## src/rtl/fpu_add_scheduler_pkg.sv

```systemverilog
// Shared types for the FP-add scheduler: FSM state encoding, default width
// and a small one-hot decode helper.
package fpu_add_scheduler_pkg;

    localparam int FP_W = 32;

    typedef enum logic [2:0] {
        S_IDLE  = 3'd0,
        S_ISSUE = 3'd1,
        S_WAIT  = 3'd2,
        S_RESP  = 3'd3,
        S_CLEAR = 3'd4
    } state_e;

    function automatic logic [7:0] onehot8(input logic [2:0] idx);
        return 8'd1 << idx;
    endfunction

endpackage

```

## src/rtl/fpu_add_scheduler_if.sv

```systemverilog
// Requester-side bus of the FP-add scheduler: requests/operands in,
// grants and one-hot responses out.
interface fpu_add_scheduler_if #(
    parameter int NREQ = 2,
    parameter int W    = 32
);
    logic [NREQ-1:0]   req;
    logic [NREQ*W-1:0] op_a;
    logic [NREQ*W-1:0] op_b;
    logic [NREQ-1:0]   op_sub;
    logic [NREQ-1:0]   gnt;
    logic [NREQ-1:0]   rsp_valid;
    logic [W-1:0]      rsp_result;
    logic              rsp_err;
    logic              busy;

    modport master (
        output req, op_a, op_b, op_sub,
        input  gnt, rsp_valid, rsp_result, rsp_err, busy
    );

    modport slave (
        input  req, op_a, op_b, op_sub,
        output gnt, rsp_valid, rsp_result, rsp_err, busy
    );
endinterface

```

## src/rtl/fpu_add_scheduler_rr_pick.sv

```systemverilog
// Combinational round-robin picker: first set request at or after ptr,
// wrapping from NREQ-1 back to 0.
module rr_pick #(
    parameter int NREQ = 2,
    parameter int PW   = (NREQ > 1) ? $clog2(NREQ) : 1
) (
    input  logic [NREQ-1:0] req,
    input  logic [PW-1:0]   ptr,
    output logic [PW-1:0]   winner,
    output logic            any
);
    localparam int SW = PW + 1;

    logic [SW-1:0] idx_s;

    // Scan offsets from farthest to nearest so the nearest set request wins
    always_comb begin
        winner = {PW{1'b0}};
        any    = 1'b0;
        idx_s  = {SW{1'b0}};
        for (int i = NREQ - 1; i >= 0; i--) begin
            idx_s = {1'b0, ptr} + SW'(i);
            if (idx_s >= SW'(NREQ)) begin
                idx_s = idx_s - SW'(NREQ);
            end else begin
                idx_s = idx_s;
            end
            if (req[idx_s[PW-1:0]]) begin
                winner = idx_s[PW-1:0];
                any    = 1'b1;
            end else begin
                winner = winner;
                any    = any;
            end
        end
    end
endmodule

```

## src/rtl/fpu_add_scheduler.sv

```systemverilog
// Shares one FP add/normalise/round unit between NREQ requesters with
// round-robin arbitration, start/clear sequencing and a completion watchdog.
module fpu_add_scheduler
    import fpu_add_scheduler_pkg::*;
#(
    parameter int NREQ    = 2,
    parameter int W       = FP_W,
    parameter int TIMEOUT = 64
) (
    input  logic                  clk,
    input  logic                  reset,
    fpu_add_scheduler_if.slave    bus,
    output logic                  fpu_start,
    output logic                  fpu_clear,
    output logic [W-1:0]          fpu_a,
    output logic [W-1:0]          fpu_b,
    output logic                  fpu_sub,
    input  logic                  fpu_done,
    input  logic [W-1:0]          fpu_result
);
    localparam int PW = (NREQ > 1) ? $clog2(NREQ) : 1;
    localparam int TW = $clog2(TIMEOUT) + 1;

    state_e            state_r, state_s;
    logic [PW-1:0]     ptr_r, owner_r, winner_s;
    logic              any_s;
    logic [TW-1:0]     timer_r;
    logic [W-1:0]      a_r, b_r, rsp_result_r;
    logic              sub_r, rsp_err_r;
    logic [NREQ-1:0]   gnt_r, rsp_valid_r;
    logic              busy_r, start_r, clear_r;

    rr_pick #(.NREQ(NREQ), .PW(PW)) u_pick (
        .req    (bus.req),
        .ptr    (ptr_r),
        .winner (winner_s),
        .any    (any_s)
    );

    // Next-state decode
    always_comb begin
        state_s = state_r;
        case (state_r)
            S_IDLE: begin
                if (any_s) state_s = S_ISSUE;
                else       state_s = S_IDLE;
            end
            S_ISSUE: state_s = S_WAIT;
            S_WAIT: begin
                if (fpu_done || (timer_r == TW'(TIMEOUT - 1))) state_s = S_RESP;
                else                                          state_s = S_WAIT;
            end
            S_RESP:  state_s = S_CLEAR;
            S_CLEAR: state_s = S_IDLE;
            default: state_s = S_IDLE;
        endcase
    end

    // State, captured operands, result, watchdog and registered pulses
    always_ff @(posedge clk) begin
        if (reset) begin
            state_r      <= S_IDLE;
            ptr_r        <= {PW{1'b0}};
            owner_r      <= {PW{1'b0}};
            timer_r      <= {TW{1'b0}};
            a_r          <= {W{1'b0}};
            b_r          <= {W{1'b0}};
            sub_r        <= 1'b0;
            rsp_result_r <= {W{1'b0}};
            rsp_err_r    <= 1'b0;
            gnt_r        <= {NREQ{1'b0}};
            rsp_valid_r  <= {NREQ{1'b0}};
            busy_r       <= 1'b0;
            start_r      <= 1'b0;
            clear_r      <= 1'b0;
        end else begin
            state_r     <= state_s;
            busy_r      <= (state_s != S_IDLE);
            gnt_r       <= {NREQ{1'b0}};
            rsp_valid_r <= {NREQ{1'b0}};
            start_r     <= 1'b0;
            clear_r     <= 1'b0;
            case (state_r)
                S_IDLE: begin
                    if (any_s) begin
                        owner_r <= winner_s;
                        a_r     <= bus.op_a[winner_s * W +: W];
                        b_r     <= bus.op_b[winner_s * W +: W];
                        sub_r   <= bus.op_sub[winner_s];
                        gnt_r   <= NREQ'(onehot8(3'(winner_s)));
                        start_r <= 1'b1;
                    end
                end
                S_ISSUE: timer_r <= {TW{1'b0}};
                S_WAIT: begin
                    // A completion in the watchdog's last cycle still counts as success
                    if (fpu_done) begin
                        rsp_result_r <= fpu_result;
                        rsp_err_r    <= 1'b0;
                        rsp_valid_r  <= NREQ'(onehot8(3'(owner_r)));
                    end else if (timer_r == TW'(TIMEOUT - 1)) begin
                        rsp_result_r <= {W{1'b0}};
                        rsp_err_r    <= 1'b1;
                        rsp_valid_r  <= NREQ'(onehot8(3'(owner_r)));
                    end else begin
                        timer_r <= timer_r + TW'(1);
                    end
                end
                S_RESP: clear_r <= 1'b1;
                S_CLEAR: begin
                    if (owner_r == PW'(NREQ - 1)) ptr_r <= {PW{1'b0}};
                    else                          ptr_r <= owner_r + PW'(1);
                end
                default: clear_r <= 1'b0;
            endcase
        end
    end

    assign bus.gnt        = gnt_r;
    assign bus.rsp_valid  = rsp_valid_r;
    assign bus.rsp_result = rsp_result_r;
    assign bus.rsp_err    = rsp_err_r;
    assign bus.busy       = busy_r;
    assign fpu_start      = start_r;
    // Reset also forces the shared unit back to its initial state
    assign fpu_clear      = reset | clear_r;
    assign fpu_a          = a_r;
    assign fpu_b          = b_r;
    assign fpu_sub        = sub_r;
endmodule

```

## src/flat_wrapper.sv

```systemverilog
// flat-port wrapper written by rule: the top's interface ports become plain ports
module fpu_add_scheduler_flat import fpu_add_scheduler_pkg::*;
#(
    parameter int NREQ    = 2,
    parameter int W       = FP_W,
    parameter int TIMEOUT = 64
)
  (clk, reset, fpu_start, fpu_clear, fpu_a, fpu_b, fpu_sub, fpu_done, fpu_result, bus_req, bus_op_a, bus_op_b, bus_op_sub, bus_gnt, bus_rsp_valid, bus_rsp_result, bus_rsp_err, bus_busy);
  fpu_add_scheduler_if #(.NREQ(NREQ), .W(W)) bus_i ();
  input  logic clk;
  input  logic reset;
  output logic fpu_start;
  output logic fpu_clear;
  output logic [W-1:0] fpu_a;
  output logic [W-1:0] fpu_b;
  output logic fpu_sub;
  input  logic fpu_done;
  input  logic [W-1:0] fpu_result;
  input wire logic [$bits(bus_i.req)-1:0] bus_req;
  input wire logic [$bits(bus_i.op_a)-1:0] bus_op_a;
  input wire logic [$bits(bus_i.op_b)-1:0] bus_op_b;
  input wire logic [$bits(bus_i.op_sub)-1:0] bus_op_sub;
  output wire logic [$bits(bus_i.gnt)-1:0] bus_gnt;
  output wire logic [$bits(bus_i.rsp_valid)-1:0] bus_rsp_valid;
  output wire logic [$bits(bus_i.rsp_result)-1:0] bus_rsp_result;
  output wire logic [$bits(bus_i.rsp_err)-1:0] bus_rsp_err;
  output wire logic [$bits(bus_i.busy)-1:0] bus_busy;
  assign bus_i.req = bus_req;
  assign bus_i.op_a = bus_op_a;
  assign bus_i.op_b = bus_op_b;
  assign bus_i.op_sub = bus_op_sub;
  assign bus_gnt = bus_i.gnt;
  assign bus_rsp_valid = bus_i.rsp_valid;
  assign bus_rsp_result = bus_i.rsp_result;
  assign bus_rsp_err = bus_i.rsp_err;
  assign bus_busy = bus_i.busy;
  fpu_add_scheduler #(.NREQ(NREQ), .W(W), .TIMEOUT(TIMEOUT)) u_core (.clk(clk), .reset(reset), .bus(bus_i), .fpu_start(fpu_start), .fpu_clear(fpu_clear), .fpu_a(fpu_a), .fpu_b(fpu_b), .fpu_sub(fpu_sub), .fpu_done(fpu_done), .fpu_result(fpu_result));
endmodule
```

## config.mk

```make
export PLATFORM = sky130hd
export DESIGN_NAME = fpu_add_scheduler_flat
export DESIGN_NICKNAME = d
export VERILOG_FILES = /design/src/rtl/fpu_add_scheduler_pkg.sv /design/src/rtl/fpu_add_scheduler_if.sv /design/src/rtl/fpu_add_scheduler_rr_pick.sv /design/src/rtl/fpu_add_scheduler.sv /design/src/flat_wrapper.sv
export SDC_FILE = /design/constraint.sdc
export NUM_CORES = 1
export LEC_CHECK = 0
export ABC_AREA = 1
export CORE_ASPECT_RATIO = 1.4
export CORE_MARGIN = 2
export CORE_UTILIZATION = 41
export DETAILED_ROUTE_END_ITERATION = 8
export PLACE_DENSITY = 0.86
export SYNTH_ARGS = -nofsm -noshare
export SYNTH_HDL_FRONTEND = slang
export SYNTH_SLANG_ARGS = --single-unit
```

## constraint.sdc

```tcl
create_clock -name clk -period 4.7 [get_ports clk]
set_clock_uncertainty 0.1 [all_clocks]
set_input_delay 0.47 -clock clk [delete_from_list [all_inputs] [get_ports clk]]
set_output_delay 0.47 -clock clk [all_outputs]
set_load 0.05 [all_outputs]
```

Word level (Yosys, flattened, before mapping)
Index checks and enable logic that the tools add are counted.
- register bits after elaboration: 117
- input bits: 167
- output and inout bits: 105
- logic and storage cells: 77
- $add $sub $neg: 5
- magnitude comparators: 5
- eq/ne operators: 7
- shift-type cells: 4
- multiplexer cells: 27
- bitwise gates (word level): 4
- reductions and logical operators: 11
- operators by type and width (operator ; number):
    indexed part select 64 x 7 -> 32 bit ; 2
    2-to-1 mux 32 bit ; 2
    2-to-1 mux 1 bit ; 19
    2-to-1 mux 7 bit ; 2
    case mux 7 bit (2 select lines) ; 1
    case mux 3 bit (4 select lines) ; 1
    adder 7 x 1 -> 7 bit (second input constant) ; 1
    equality test 7 x 6 -> 1 bit (second input constant) ; 1
    equality test 3 x 2 -> 1 bit (second input constant) ; 2
    less-than comparator 1 x 2 -> 1 bit (second input constant) ; 3
    2-to-1 mux 2 bit ; 2
    != test 2 bit (second input constant) ; 2
    AND reduction 2 bit ; 2
    nonzero test 2 bit ; 2
    OR reduction 2 bit ; 2
    << shifter 1 x 1 -> 2 bit (first input constant) ; 2
    equality test 3 x 1 -> 1 bit (second input constant) ; 1
    equality test 3 bit (second input constant) ; 1
    logical NOT 3 bit ; 1
    inverter 1 bit ; 3
    AND reduction 3 bit ; 1
    nonzero test 3 bit ; 1
    OR reduction 3 bit ; 1
    adder 1 x 1 -> 2 bit (second input constant) ; 1
    other kinds (6) ; 7

Depth between registers and ports, before layout
- depth after elaboration: 10
- depth in mapped cells: 9
- gate-level depth less buffers: 9

Hierarchy
A second synthesis with hierarchy kept.
- cell total of the unflattened synthesis: 613
- area, all modules: 4563.1 um2
- by module, submodules not included (module ; times used ; cells each ; area an instance (um2)):
    fpu_add_scheduler ; 1 ; 609 ; 4544.4
    rr_pick ; 1 ; 4 ; 18.8

Least setup slack after synthesis
OpenSTA, ideal clock, no wires.
- path kind: input-to-output
- start: in reset
- end: out fpu_clear
- arrival: 1.028 ns
- data required time: 4.130 ns
- setup slack: 3.102 ns
- cell stages on the path: 2
- buffers on the path: 1
- cell sequence: clkbuf_1 -> or2_2
- longest elaborated chain between the ends: 1
- ends and longest elaborated chain (what ; RTL line ; source):
    start, declared ; flat_wrapper.sv:11 ; input logic reset;
    bitwise OR 1 bit ; fpu_add_scheduler.sv:126 ; assign fpu_clear = reset | clear_r;
    end, declared ; flat_wrapper.sv:13 ; output logic fpu_clear;
Every way passes these cells.

Final worst setup path
Same ends and word-level chain as after synthesis.

==> results.json <==
{
  "insertedDiodeCount": 0,
  "critPathLaunchType": "input port",
  "via_per_inst": 5.32,
  "fp.dieH_um": 131,
  "start_util_pct": 41.8,
  "synthesis.nets": 793,
  "cts_tree": "yes",
  "fin_crit_ns": 2.88,
  "drc": 0,
  "place.gp.congestion": 0.830,
  "tightest_slew_ns": 1.05,
  "nets": 1041,
  "slowest_stage": "clkdlybuf4s50_1",
  "grt_pass1_vias": 5200,
  "fmax_ghz": 0.347,
  "rr_startpoint": "u_core.timer_r[0]$_SDFFE_PP0P_",
  "grt_usage_pct": 25.6,
  "clockBufferDepth": 2,
  "r2r_cells": 8,
  "fin_crit_sh_pct": 61.3,
  "fin_tns_setup_ns": 0,
  "place_inst": 998,
  "whs_ns": 0.353,
  "crit_type": "in -> out",
  "max_slew_margin_pct": 30.0,
  "wirelength_mm": 16.3,
  "min_path_type": "reg -> reg",
  "cap_violations": 0,
  "grt_pass1_wl_mm": 24.9,
  "antenna_found_initial": 0,
  "yosys_warnings": 0,
  "cp_cell_sequence": "clkdlybuf4s50_1 -> buf_4 -> or2_2 -> clkdlybuf4s50_1",
  "arrival_ns": 2.31,
  "cts_resized": 0,
  "io_buffer_count": 271,
  "critPathTopFamily": "buffers and inverters",
  "rsz0062_at_grt": "no",
  "power_density_mw_per_mm2": 451,
  "setup_viol": 0,
  "report.final.slew_viol_count": 0,
  "wl_per_cell_um": 15.9,
  "postRouteAntennaNets": 0,
  "cts_setup_buffers": 0,
  "fp.dieW_um": 94.7,
  "netlist_area_mm2": 0.00472,
  "r2r_slack_ns": 2.31,
  "design_area_mm2": 0.00801,
  "syn_avg_cell_area_um2": 7.55,
  "clkSlewWorstSetupHoldPaths_ns": 0.05,
  "hold_violations": 0,
  "cts_sinks": 117,
  "critical_path_peak_fanout": 43,
  "ys_types": 26,
  "hp-start": "u_core.owner_r$_SDFFE_PP0P_",
  "worstPathRequired_ns": 4.13,
  "worst_skew_pair.late_latency_ns": 0.40,
  "max-vdd-ir-drop_mv": 0.256,
  "core_area_mm2": 0.0113,
  "min_path_cells": 2,
  "status": "finished, final reports clean",
  "holdPathEnd": "u_core.bus.rsp_valid[1]$_SDFF_PP0_",
  "yosysSeqAreaShare_pct": 49.6,
  "drtIter0Drc": 211,
  "cts_made_buffers": 17,
  "dieArea_mm2": 0.0124,
  "syn_inst": 625,
  "detail_route.first_pass.iterations": 5,
  "path_common_cell": "clkdlybuf4s50_1",
  "grt_max_degree": 68,
  "rows": 46,
  "layout_commonest_cell": "clkdlybuf4s50_1",
  "dpl.hpwl_mm": 10.8,
  "layout_common_cells": "271 x clkdlybuf4s50_1, 168 x a21oi_1, 129 x nand2_1",
  "cts.hold.buffers_added": 0,
  "via_count": 5457,
  "overflow": 0,
  "h-tree-depth": 4,
  "root_buffer": "clkbuf_16",
  "io_pins": 272,
  "reg2reg_to": "u_core.bus.rsp_result[7]$_SDFFE_PP0P_",
  "area_growth_pct": 69.7,
  "leakage_uw": 0.00314,
  "placed_area_mm2": 0.00744,
  "fin_cells": 1026,
  "crit_buf_inv": 3,
  "slowest_delay_ns": 0.79,
  "synth-seq-cells": 117,
  "drive_above_1_share_pct": 5.33,
  "end_kind": "output pin"
}
-- worst max path at each step --
stage,startpoint,endpoint,depth (start not counted)
finish,reset,fpu_clear,4
global route,reset,fpu_clear,4
CTS,reset,fpu_clear,4
detailed placement,reset,fpu_clear,4
global placement,reset,fpu_clear,4
floorplan,reset,fpu_clear,2
-- worst register-to-register path: cells and delay by family (launching register included) --
family                   cells  cell delay (ns)
flip-flops                   1             0.36
AND/OR/NAND/NOR              5             1.38
buffers and inverters        1             0.11
adder cells (fa/ha/maj)      1             0.22
AO/OA/AOI/OAI                1             0.11
-- cell families after synthesis --
logic type / after synthesis / share of synthesized area, %
AND/OR/NAND/NOR: 195 / 17.6
XOR/XNOR: 1 / 0.186
AO/OA/AOI/OAI: 241 / 25.7
flip-flops: 117 / 49.6
adder cells (fa/ha/maj): 1 / 0.265
buffers and inverters: 70 / 6.57
-- cells in the mapped netlist --
master	count	area, um2
clkbuf_2	1	5.00
a31oi_1	1	6.26
a311oi_1	1	8.76
inv_1	18	67.6
nor2_4	1	11.3
nand4_2	1	12.5
buf_6	1	11.3
nor2_1	13	48.8
o21ai_1	8	40.0
o21ai_2	1	8.76
buf_1	2	7.51
nor2_2	1	6.26
buf_2	16	80.1
inv_2	3	11.3
clkbuf_1	24	90.1
nand2_1	129	484
o21ai_0	62	310
buf_4	5	37.5
nand3_1	40	200
a21oi_1	168	841
nand3_2	3	30.0
or2_2	2	12.5
ha_1	1	12.5
nor3_1	5	25.0
dfxtp_1	117	2340
xnor2_1	1	8.76
-- power by group --
| part | switching [uW] | leakage [uW] | total, uW | internal (uW) |
|---|---|---|---|---|
| sequential | 64.4 | 0.000962 | 1180 | 1120 |
| combinational | 760 | 0.00190 | 1190 | 428 |
| clock | 426 | 0.000279 | 1240 | 813 |
| total | 1250 | 0.00314 | 3610 | 2360 |
-- sequential cells by signal, summed over array words and instances, names as in the netlist --
register,cells
u_core.bus.rsp_result,32
u_core.bus.rsp_valid,2
u_core.ptr_r,1
u_core.clear_r,1
u_core.bus.gnt,2
u_core.timer_r,7
u_core.state_r,3
u_core.bus.busy,1
u_core.fpu_start,1
u_core.fpu_a,32
u_core.bus.rsp_err,1
u_core.fpu_b,32
u_core.fpu_sub,1
u_core.owner_r,1
-- stage by stage --
step / total power (uW) / utilization (%) / setup WS [ns]
after detailed placement: 2380 / 66.0 / 1.82
after global routing: 3760 / 71.0 / 1.75
after CTS: 3630 / 71.0 / 1.82
after floorplan: 1930 / - / 3.10
after global placement: 2370 / 66.0 / 1.84
final: 3610 / 71.0 / 1.82
-- final cells by class --
| type | instances | area [um2] |
|---|---|---|
| multi-input combinational | 438 | 2070 |
| fill | 895 | 3270 |
| clock inverter | 3 | 42.5 |
| inverter | 21 | 78.8 |
| timing repair buffer | 278 | 2770 |
| sequential | 117 | 2340 |
| clock buffer | 25 | 526 |
| tap | 144 | 180 |
-- per-layer routing --
| metal | share of wire, % | wire length, um | vias up | GRT usage, % |
|---|---|---|---|---|
| met5 | 0 | 0 | - | 0 |
| met4 | 4.3 | 701 | 0 | 13.6 |
| met3 | 9.3 | 1510 | 49 | 9.06 |
| met2 | 50 | 8080 | 279 | 44.0 |
| met1 | 37 | 5990 | 2512 | 27.3 |
| li1 | - | - | 2617 | - |
Power figures use the tool's default switching activity.
